$ cat src/rtl/pattern_tx_pkg.sv
// Shared types and constants for the bit-serial pattern transmitter.
// PATTERN_TX_PARITY_EN lengthens every frame by one even-parity bit.
package pattern_tx_pkg;

    typedef enum logic [1:0] {IDLE, SEND, DONE} state_t;

    localparam logic [3:0] DEFAULT_PATTERN = 4'b1101;

`ifdef PATTERN_TX_PARITY_EN
    localparam int PARITY_BITS = 1;
`else
    localparam int PARITY_BITS = 0;
`endif

    function automatic int frame_len(input int pat_w);
        return pat_w + PARITY_BITS;
    endfunction

endpackage

$ cat src/rtl/pattern_tx.sv
// Bit-serial pattern transmitter: sends a latched pattern MSB-first N times, then pulses done.
// Build option PATTERN_TX_PARITY_EN appends an even-parity bit to every frame.
module pattern_tx
    import pattern_tx_pkg::*;
#(
    parameter int PAT_W = 4,
    parameter int CNT_W = 8
) (
    input  logic             clk,
    input  logic             rst,
    input  logic             start,
    input  logic [PAT_W-1:0] pattern_in,
    input  logic [CNT_W-1:0] repeat_cnt,
    input  logic             idle_val,
    output logic             dout,
    output logic             dout_valid,
    output logic             frame_start,
    output logic             busy,
    output logic             done,
    output state_t           dbg_state
);

    localparam int FRAME_LEN = frame_len(PAT_W);
    localparam int IDX_W     = $clog2(FRAME_LEN);
    localparam logic [IDX_W-1:0] LAST_IDX  = IDX_W'(FRAME_LEN - 1);
    localparam logic [CNT_W-1:0] ONE_FRAME = CNT_W'(1);

    state_t           r_state;
    logic [PAT_W-1:0] r_pat;
    logic [PAT_W-1:0] r_shift;
    logic [IDX_W-1:0] r_idx;
    logic [CNT_W-1:0] r_frames;
    logic             r_dout;
    logic             r_valid;
    logic             r_fs;
    logic             r_busy;
    logic             r_done;

    logic             w_next_bit;

    // r_idx tracks the bit currently on dout; r_shift holds the bits still to come.
    always_comb begin
        w_next_bit = r_shift[PAT_W-1];
`ifdef PATTERN_TX_PARITY_EN
        if (r_idx == IDX_W'(1)) begin
            w_next_bit = ^r_pat;
        end
`endif
    end

    always_ff @(posedge clk) begin
        if (rst) begin
            r_state  <= IDLE;
            r_pat    <= '0;
            r_shift  <= '0;
            r_idx    <= '0;
            r_frames <= '0;
            r_dout   <= 1'b0;
            r_valid  <= 1'b0;
            r_fs     <= 1'b0;
            r_busy   <= 1'b0;
            r_done   <= 1'b0;
        end else begin
            case (r_state)
                IDLE: begin
                    r_dout  <= idle_val;
                    r_valid <= 1'b0;
                    r_fs    <= 1'b0;
                    r_busy  <= 1'b0;
                    r_done  <= 1'b0;
                    if (start) begin
                        if (repeat_cnt != '0) begin
                            r_pat    <= pattern_in;
                            r_frames <= repeat_cnt;
                            r_shift  <= {pattern_in[PAT_W-2:0], 1'b0};
                            r_idx    <= LAST_IDX;
                            r_dout   <= pattern_in[PAT_W-1];
                            r_valid  <= 1'b1;
                            r_fs     <= 1'b1;
                            r_busy   <= 1'b1;
                            r_state  <= SEND;
                        end else begin
                            r_done  <= 1'b1;
                            r_state <= DONE;
                        end
                    end
                end
                SEND: begin
                    if (r_idx == '0) begin
                        r_frames <= r_frames - 1'b1;
                        if (r_frames == ONE_FRAME) begin
                            r_dout  <= idle_val;
                            r_valid <= 1'b0;
                            r_fs    <= 1'b0;
                            r_busy  <= 1'b0;
                            r_done  <= 1'b1;
                            r_state <= DONE;
                        end else begin
                            r_idx   <= LAST_IDX;
                            r_shift <= {r_pat[PAT_W-2:0], 1'b0};
                            r_dout  <= r_pat[PAT_W-1];
                            r_fs    <= 1'b1;
                        end
                    end else begin
                        r_idx   <= r_idx - 1'b1;
                        r_shift <= {r_shift[PAT_W-2:0], 1'b0};
                        r_dout  <= w_next_bit;
                        r_fs    <= 1'b0;
                    end
                end
                DONE: begin
                    r_dout  <= idle_val;
                    r_done  <= 1'b0;
                    r_state <= IDLE;
                end
                default: begin
                    r_state <= IDLE;
                end
            endcase
        end
    end

    assign dout        = r_dout;
    assign dout_valid  = r_valid;
    assign frame_start = r_fs;
    assign busy        = r_busy;
    assign done        = r_done;
    assign dbg_state   = r_state;

endmodule

$ cat config.mk
export PLATFORM = sky130hd
export DESIGN_NAME = pattern_tx
export DESIGN_NICKNAME = d
export VERILOG_FILES = /design/src/rtl/pattern_tx_pkg.sv /design/src/rtl/pattern_tx.sv
export SDC_FILE = /design/constraint.sdc
export NUM_CORES = 1
export LEC_CHECK = 0
export BUFFER_PORTS_ARGS = -buffer_cell sky130_fd_sc_hd__buf_4
export CAP_MARGIN = 20
export CORE_ASPECT_RATIO = 1.4
export CORE_MARGIN = 5
export CORE_UTILIZATION = 40
export DETAILED_ROUTE_END_ITERATION = 7
export GPL_ROUTABILITY_DRIVEN = 1
export PLACE_DENSITY = 0.59
export SLEW_MARGIN = 20
export SYNTH_ARGS = -nofsm -noshare
export SYNTH_HDL_FRONTEND = slang
export SYNTH_SLANG_ARGS = --single-unit
$ cat constraint.sdc
create_clock -name clk -period 1.65 [get_ports clk]
set_input_delay 0.33 -clock clk [delete_from_list [all_inputs] [get_ports clk]]
set_output_delay 0.33 -clock clk [all_outputs]
set_load 0.02 [all_outputs]
After elaboration in Yosys (flattened, before gate mapping)
Index checks and enable logic that the tools add are counted.

Bits in registers: 24. Input port bits: 16.

Mux-type cells: 37. Reduce and logical (&&, ||, !) cells: 11. Eq/ne operators: 8. Add/sub/neg operators: 2.

Operators with widths (number): two-way mux 8 bit (3); two-way mux 2 bit (8); two-way mux 4 bit (4); case mux 8 bit (2 select lines) (1); two-way mux 1 bit (14); AND reduction 3 bit (4); equality test 8 x 1 -> 1 bit (second input constant) (1); inequality test 2 bit (second input constant) (4); case mux 2 bit (2 select lines) (2); case mux 4 bit (2 select lines) (1); AND reduction 4 bit (2); nonzero test 8 bit (1); subtractor 8 x 1 -> 8 bit (second input constant) (1); case mux 1 bit (3 select lines) (2); logical NOT 2 bit (2); case mux 1 bit (2 select lines) (2); inequality test 3 bit (second input constant) (1); nonzero test 3 bit (1); equality test 2 x 1 -> 1 bit (second input constant) (1); equality test 2 bit (second input constant) (1); nonzero test 2 bit (1); subtractor 2 x 1 -> 2 bit (second input constant) (1).

Logic depth before layout (Yosys ltp)
Gate-level depths: netlist (run 1).

Depth in word-level cells: 4. Mapped depth: 8.

Worst setup path after synthesis (run 1)
OpenSTA, ideal clock, no wires.

Path kind: register -> register. Start: register r_state[1] (netlist: dbg_state[1]). End: register r_frames[2]. Path slack: -0.227 ns. Stages on the path, launching flop included: 9. Buffers on the path: 2. Arrival time: 1.785 ns. Library setup time: 0.092 ns. Clock period less this slack: 1.877 ns. Cell sequence: dfxtp_1 > inv_1 > ha_1 > buf_2 > nor2b_1 > a211o_1 > and2_1 > clkbuf_1 > o32ai_1.

Longest elaborated chain between the ends: 3. Elaborated cells between the ends (all ways): 8. Those cells by class: eq/ne (4); mux (1); reduce/logical (3).

Ends and longest elaborated chain: start, declared (line pattern_tx.sv:28) `state_t r_state;`; start signal, assigned (line pattern_tx.sv:53) `r_state <= IDLE;`; start signal, assigned (line pattern_tx.sv:81) `r_state <= SEND;`; start signal, assigned (line pattern_tx.sv:84) `r_state <= DONE;`; equality test 2 x 1 -> 1 bit / logical NOT 2 bit (equally long branches) (line pattern_tx.sv:64) `case (r_state)`; inequality test 2 bit (no line) / nonzero test 2 bit (equally long branches); AND reduction 4 bit (no line); end signal, assigned (line pattern_tx.sv:74) `r_frames <= repeat_cnt;`; end signal, assigned (line pattern_tx.sv:90) `r_frames <= r_frames - 1'b1;`; end, declared (line pattern_tx.sv:32) `logic [CNT_W-1:0] r_frames;`.

Parallel ways exist; a longest one is shown, timed or not. A chain may end at the register's enable or synchronous reset.

Worst setup path after layout (run 1)
Start: register r_frames[5]. End: register r_idx[1].

Longest elaborated chain between the ends: 3.

Ends and longest elaborated chain: equality test 8 x 1 -> 1 bit (line pattern_tx.sv:91) `if (r_frames == ONE_FRAME) begin`; inequality test 3 bit (no line); AND reduction 4 bit (no line); end signal, assigned (line pattern_tx.sv:105) `r_idx <= r_idx - 1'b1;`; end, declared (line pattern_tx.sv:31) `logic [IDX_W-1:0] r_idx;`.

Every way passes these cells.

==> impl_results.md, run 1 <==
* Net count reported at finish at 256
* Slowest CP cell: or4_4
* Number of clock sinks seen by CTS at 23
* Total nets after synthesis at 209
* Antenna violations before repair at 0
* Buffer depth of the longest clock path at 2
* Global route total overflow at 0
* Routed wirelength normalized by instance count at 16.6 µm
* Total detailed-routing wirelength at 4550 µm
* Vertical die dimension at 82.2 µm
* Worst clock skew at 0.00574 ns
* Class of the most critical setup path: reg -> reg
* Detailed Route Iter0 Violations at 81
* Number of buffers and inverters on the critical path at 0
* Leakage Power at 0.000881 µW
* Time the final worst path needs with I/O delays and setup at 1.66 ns
* Number of placed instances, taps included at 268
* Failing checks: negative setup slack
* Largest family of logic cells by synthesized area: compound AO/OA/AOI/OAI gates
* Adder-Cell Fraction of Synth Area at 5.88%
* Sort of element at the start of the critical path: register
* Most common cell after layout, fill and taps aside: buf_4
* Main synth FF type: dfxtp_1
* Critical Path RT at 1.81 ns
* Max Clk Rate at 601 MHz
* Vias in the first global route at 1,649
* Die width at 61.6 µm
* Normalized max-slew margin at 73.3%
* Share of the synthesized area in the top cell type at 30.9%
* Wire length of the first global-routing pass at 7430 µm
* Placeable Area at 3610 µm²
* Leading area contributor after synthesis: dfxtp_1
* Hold path startpoint: pattern_in[1]
* Total setup violations reported at the end of the flow at 1
* Port buffer count at 22
* Maximum number of pins on one net before global-route repair at 21
* Area growth from synthesis to final layout at 43.4%
* VDD IR max at 0.000767 V
* Final critical-path setup slack at -0.0142 ns
* Area share of xor/xnor cells in the synthesized design at 0%
* CP Capture Type: register
* Clock-pin slew reported for the worst setup and hold paths after clock tree synthesis at 0.09 ns
* Number of non-filler instances in the completed layout at 274
* Multiplexer share of the synthesized area at 4.79%
* Effective utilization at floorplan at 41.2%
* Compound-gate portion of the synthesized area at 27.4%
* Number of hold buffers added after cts at 0
* Worst min-delay path endpoint: r_pat[1]
* Proportion of register bits with asynchronous set or reset after synthesis at 0%
* H-tree lvl count at 1
* Clk_lat worst skew at 0.27 ns
* Number of max-capacitance violations reported at 0
* Setup repair after global routing missed its margin: true
* Largest cells by area after synthesis: dfxtp_1 31%, nand2_1 6.8%, a21oi_1 6.4%, ha_1 5.9%, o32ai_1 4.1%
* Post-place setup slack at -0.190 ns
* CTS tree: built
* Total Routing Usage GR at 19.3%
* Data arrival time at the worst-slack endpoint at 1.83 ns
* Run status: complete, but fails checks
* Cell type group with the largest total delay on the critical path: simple AND/OR/NAND/NOR gates
* Commonest cells after routing, fill and taps aside: 53 x buf_4, 27 x nand2_1, 18 x dfxtp_1
* DRC violations left at 0
* Boundary Pins at 23
* Number of hold-slack violations in the final timing report at 0
* Number of vias after detailed routing at 1,574
* Clock buffers created by TritonCTS at 3
* Hold depth at 3
* Total Die Area at 5060 µm²
* Number of synthesized flops with an enable pin at 0
* # diodes at 0
* Number of cells on the worst reg-to-reg path at 4
* # fillers at 336
* Final max-slew violation count at 0
* Initial DRT Pass Iterations at 4
* Post-synthesis sequential element count at 23
* Root buffer cell: clkbuf_8
* Reg-to-reg endpoint: r_idx[1]
* Cell Pwr Density at 1140 nW/µm²
* Final-layout setup total negative slack at -0.0142 ns
* Final Cell Area at 2140 µm²
* Unique masters post-synth at 52
* Area occupied by multi-input gates at 1090 µm²
* Post-route fraction of the period consumed by the critical path at 101%
* Routability cong. at 0.956
* Avg Cell Area, Syn at 8.00 µm²
* Average vias per placed instance at 5.74
* Critical R2R Launch: r_frames[5]
* Synthesized instance count at 186
* Area fraction in and, or, nand and nor cells after synthesis at 23.9%
* Worst path max stage delay at 0.56 ns
* Cell area reported after detailed placement at 1970 µm²
* R2R Setup Slk at -0.01 ns
* Layout cell share with drive strength beyond 1 at 40.9%
* Placed wire-length estimate at 3500 µm
* Cells along the critical path: or4_4, nor4_4, a21o_4, mux2_4
* Netlist area before placement at 1490 µm²
* Sequential area share after synthesis at 30.9%
* Std-Cell Rows at 26
* Crit Path Max Fanout at 3
* Count of yosys warnings during synthesis at 0
* Worst Max-Slew Pin Slew at 0.398 ns
* Number of nets still failing antenna checks after routing at 0
* FF+latch area at 474 µm²
* Type of the worst min-delay path: in -> reg
## state kept, by name, summed over array words and instances, names as in the netlist, 2 cells and up
register	cells
r_pat	4
r_idx	2
r_shift	3
dbg_state	2
r_frames	8
## cell families after synthesis
family	after synthesis
simple gates	67
compound gates	58
mux	7
flops	23
buf+inv	24
fa+ha+maj	7
## worst min-delay path: stages
cell and delay [ns]:
buf_4 0.11, nand2_1 0.05, a21oi_1 0.05
## report_power, final
part / leakage (µW) / total, µW / internal (µW) / switching [µW]
registers: 0.000192 / 741 / 657 / 84.2
clock network: 0.0000255 / 361 / 169 / 192
logic: 0.000663 / 1330 / 668 / 663
## cell usage after synthesis (2+ instances only)
cell / instances
clkbuf_1: 8
nor4_1: 2
inv_2: 2
o221a_1: 2
o32ai_1: 7
o21ai_0: 3
inv_1: 9
nand2b_1: 5
a32oi_1: 2
nand3_1: 7
a31oi_1: 2
nor2b_1: 4
o211ai_1: 2
dfxtp_1: 23
nor2_1: 8
a22oi_1: 2
mux2i_1: 6
or4_1: 2
a21oi_1: 19
nand2_1: 27
ha_1: 7
and2_1: 2
o21ai_1: 4
buf_2: 3
## repair_timing
| item | 4_1_cts | 5_1_grt |
|---|---|---|
| gates resized for setup | 7 | 17 |
| pin swaps | 0 | 5 |
| setup endpoints to repair | 18 | 17 |
| setup buffers | 0 | 2 |
## worst max-delay path by stage
stage               slack [ns]  depth (start not counted)     startpoint           to
floorplan                -0.02                          8   dbg_state[1]  r_frames[2]
detailed placement       -0.19                          6  repeat_cnt[2]     r_idx[1]
global placement         -0.11                          6  repeat_cnt[2]     r_idx[1]
finish                   -0.01                          4    r_frames[5]     r_idx[1]
CTS                      0.003                          4    r_frames[2]         done
global route             -0.05                          4    r_frames[3]     r_idx[1]
## routing by layer
metal | part of all wire (%) | global-route usage, % | vias to the layer above
met5 | 0 | 0 | -
met4 | 1.4 | 7.01 | 0
met3 | 3.6 | 1.87 | 6
met2 | 54 | 35.3 | 39
met1 | 41 | 22.5 | 758
li1 | - | - | 771
## final cells by class
cell class / count / share of cell area [%]
Tap cell: 42 / 2.46
Sequential cell: 23 / 22.2
Clock inverter: 1 / 0.234
Inverter: 11 / 2.17
Multi-Input combinational cell: 139 / 50.9
Clock buffer: 3 / 1.93
Timing Repair Buffer: 55 / 20.1
## metrics by stage
step / util (%) / total power (µW) / hold WS, ns
3_5_place_dp: 54.5 / 1930 / 0.448
3_3_place_gp: 54.5 / 1910 / 0.444
2_1_floorplan: - / 1470 / 0.431
6_report: 59.1 / 2430 / 0.310
4_1_cts: 56.5 / 2320 / 0.310
5_1_grt: 59.1 / 2600 / 0.299
(Power assumes the default switching activity.)
==> run 2: changes to the inputs <==
--- a/config.mk
+++ b/config.mk
@@ -13,6 +13,7 @@
 export DETAILED_ROUTE_END_ITERATION = 7
 export GPL_ROUTABILITY_DRIVEN = 1
 export PLACE_DENSITY = 0.59
+export SKIP_LAST_GASP = 1
 export SLEW_MARGIN = 20
 export SYNTH_ARGS = -nofsm -noshare
 export SYNTH_HDL_FRONTEND = slang
==> impl_results.md, run 2 (synthesis gave the netlist of run 1 again) <==
* Run status: complete, no violations
* Time the final worst path needs with I/O delays and setup at 1.65 ns
* Hold depth at 3
* Die width at 61.6 µm
* Number of hold buffers added after cts at 0
* DRC violations left at 0
* Type of the worst min-delay path: in -> reg
* Detailed Route Iter0 Violations at 76
* Layout cell share with drive strength beyond 1 at 39.4%
* Biggest register: r_frames
* Initial DRT Pass Iterations at 4
* Setup repair after global routing missed its margin: true
* Effective utilization at floorplan at 41.2%
* Root buffer cell: clkbuf_8
* CTS tree: built
* Total power draw at 2360 µW
* Hold path startpoint: pattern_in[1]
* Std-Cell Rows at 26
* # fillers at 342
* Number of hold-slack violations in the final timing report at 0
* Leakage Power at 0.000860 µW
* Buffer depth of the longest clock path at 2
* Net count reported at finish at 255
* Sort of element at the start of the critical path: register
* Cells along the critical path: or4_4, nor4_4, a21o_4, mux2_1
* Post-place setup slack at -0.190 ns
* Routed wirelength normalized by instance count at 16.4 µm
* Boundary Pins at 23
* Average vias per placed instance at 5.81
* Routability cong. at 0.956
* Registers with the highest flip-flop counts: r_frames: 8 flops, r_pat: 4 flops, r_shift: 3 flops
* Worst min-delay path endpoint: r_pat[1]
* Placed wire-length estimate at 3500 µm
* CP Capture Type: register
* Number of flip-flops in the largest register at 8
* Total setup violations reported at the end of the flow at 0
* Area growth from synthesis to final layout at 39.8%
* FF+latch area at 470 µm²
* Worst clock skew at 0.00706 ns
* Number of clock sinks seen by CTS at 23
* Number of nets still failing antenna checks after routing at 0
* Clock-pin slew reported for the worst setup and hold paths after clock tree synthesis at 0.09 ns
* Total Routing Usage GR at 19.2%
* Class of the most critical setup path: reg -> reg
* Final critical-path setup slack at 0.00214 ns
* Area occupied by multi-input gates at 1050 µm²
* Critical R2R Launch: r_frames[5]
* Most common cell after layout, fill and taps aside: buf_4
* Max Clk Rate at 607 MHz
* Maximum number of pins on one net before global-route repair at 21
* Data arrival time at the worst-slack endpoint at 1.81 ns
* VDD IR max at 0.000735 V
* Cell Pwr Density at 1140 nW/µm²
* Number of vias after detailed routing at 1,585
* Critical Path RT at 1.81 ns
* Vertical die dimension at 82.2 µm
* Commonest cells after routing, fill and taps aside: 53 x buf_4, 27 x nand2_1, 19 x dfxtp_1
* H-tree lvl count at 1
* Reg-to-reg endpoint: r_idx[1]
* Total detailed-routing wirelength at 4490 µm
* Wire length of the first global-routing pass at 7390 µm
* Number of buffers and inverters on the critical path at 0
* Worst Max-Slew Pin Slew at 0.395 ns
* Worst path max stage delay at 0.56 ns
* Final max-slew violation count at 0
* Clk_lat worst skew at 0.27 ns
* Crit Path Max Fanout at 3
* Number of max-capacitance violations reported at 0
* Cell area reported after detailed placement at 1970 µm²
* Antenna violations before repair at 0
* Final Cell Area at 2080 µm²
* Port buffer count at 22
* Number of cells on the worst reg-to-reg path at 4
* Clock buffers created by TritonCTS at 3
* Slowest CP cell: or4_4
* Cell type group with the largest total delay on the critical path: simple AND/OR/NAND/NOR gates
* Total Die Area at 5060 µm²
* R2R Setup Slk at 0.002 ns
* Vias in the first global route at 1,636
* # diodes at 0
* Placeable Area at 3610 µm²
* Post-route fraction of the period consumed by the critical path at 99.9%
* Global route total overflow at 0
* Normalized max-slew margin at 73.5%
-- run 2: repair_timing --
action / CTS / global route
buffers inserted: 0 / 1
gates resized for setup: 4 / 11
endpoints found under the setup margin: 18 / 17
pin swaps: 0 / 2
-- run 2: tightest hold or removal path, cell delays in order --
cell and delay, ns:
buf_4 0.11, nand2_1 0.05, a21oi_1 0.05
-- run 2: cell type report --
| type | instances | share of cell area, % |
|---|---|---|
| Multi-Input combinational cell | 139 | 50.5 |
| Clock inverter | 1 | 0.240 |
| Sequential cell | 23 | 22.6 |
| Inverter | 11 | 2.10 |
| Tap cell | 42 | 2.52 |
| Clock buffer | 3 | 1.98 |
| Timing Repair Buffer | 54 | 20.1 |
-- run 2: metrics by stage --
| step | setup TNS, ns | hold slack [ns] | utilization [%] | instances |
|---|---|---|---|---|
| global route | -0.192 | 0.301 | 57.7 | 273 |
| CTS | -0.0225 | 0.310 | 56.3 | 272 |
| global placement | -0.766 | 0.444 | 54.5 | 268 |
| floorplan | -0.125 | 0.431 | - | 186 |
| detailed placement | -1.93 | 0.448 | 54.5 | 268 |
| finish | 0 | 0.309 | 57.7 | 273 |
-- run 2: worst max-delay path by stage --
stage,startpoint,end,cells past startpoint
after floorplan,dbg_state[1],r_frames[2],8
after global placement,repeat_cnt[2],r_idx[1],6
after detailed placement,repeat_cnt[2],r_idx[1],6
after CTS,r_frames[3],r_idx[1],4
after global routing,dbg_state[1],r_frames[3],8
final,r_frames[5],r_idx[1],4
-- run 2: metal layers --
metal	routed length (µm)	share of wire [%]	GRT usage, %	up-vias
met5	0	0	0	-
met3	220	4.9	1.87	6
met2	2370	53	34.8	46
met1	1830	41	22.6	764
li1	-	-	-	769
met4	64	1.4	7.01	0
-- run 2: power breakdown --
| group | internal (µW) | switching, µW | total (µW) |
|---|---|---|---|
| combinational | 632 | 636 | 1270 |
| clock | 169 | 191 | 360 |
| sequential | 655 | 82.6 | 738 |
| total | 1460 | 909 | 2360 |
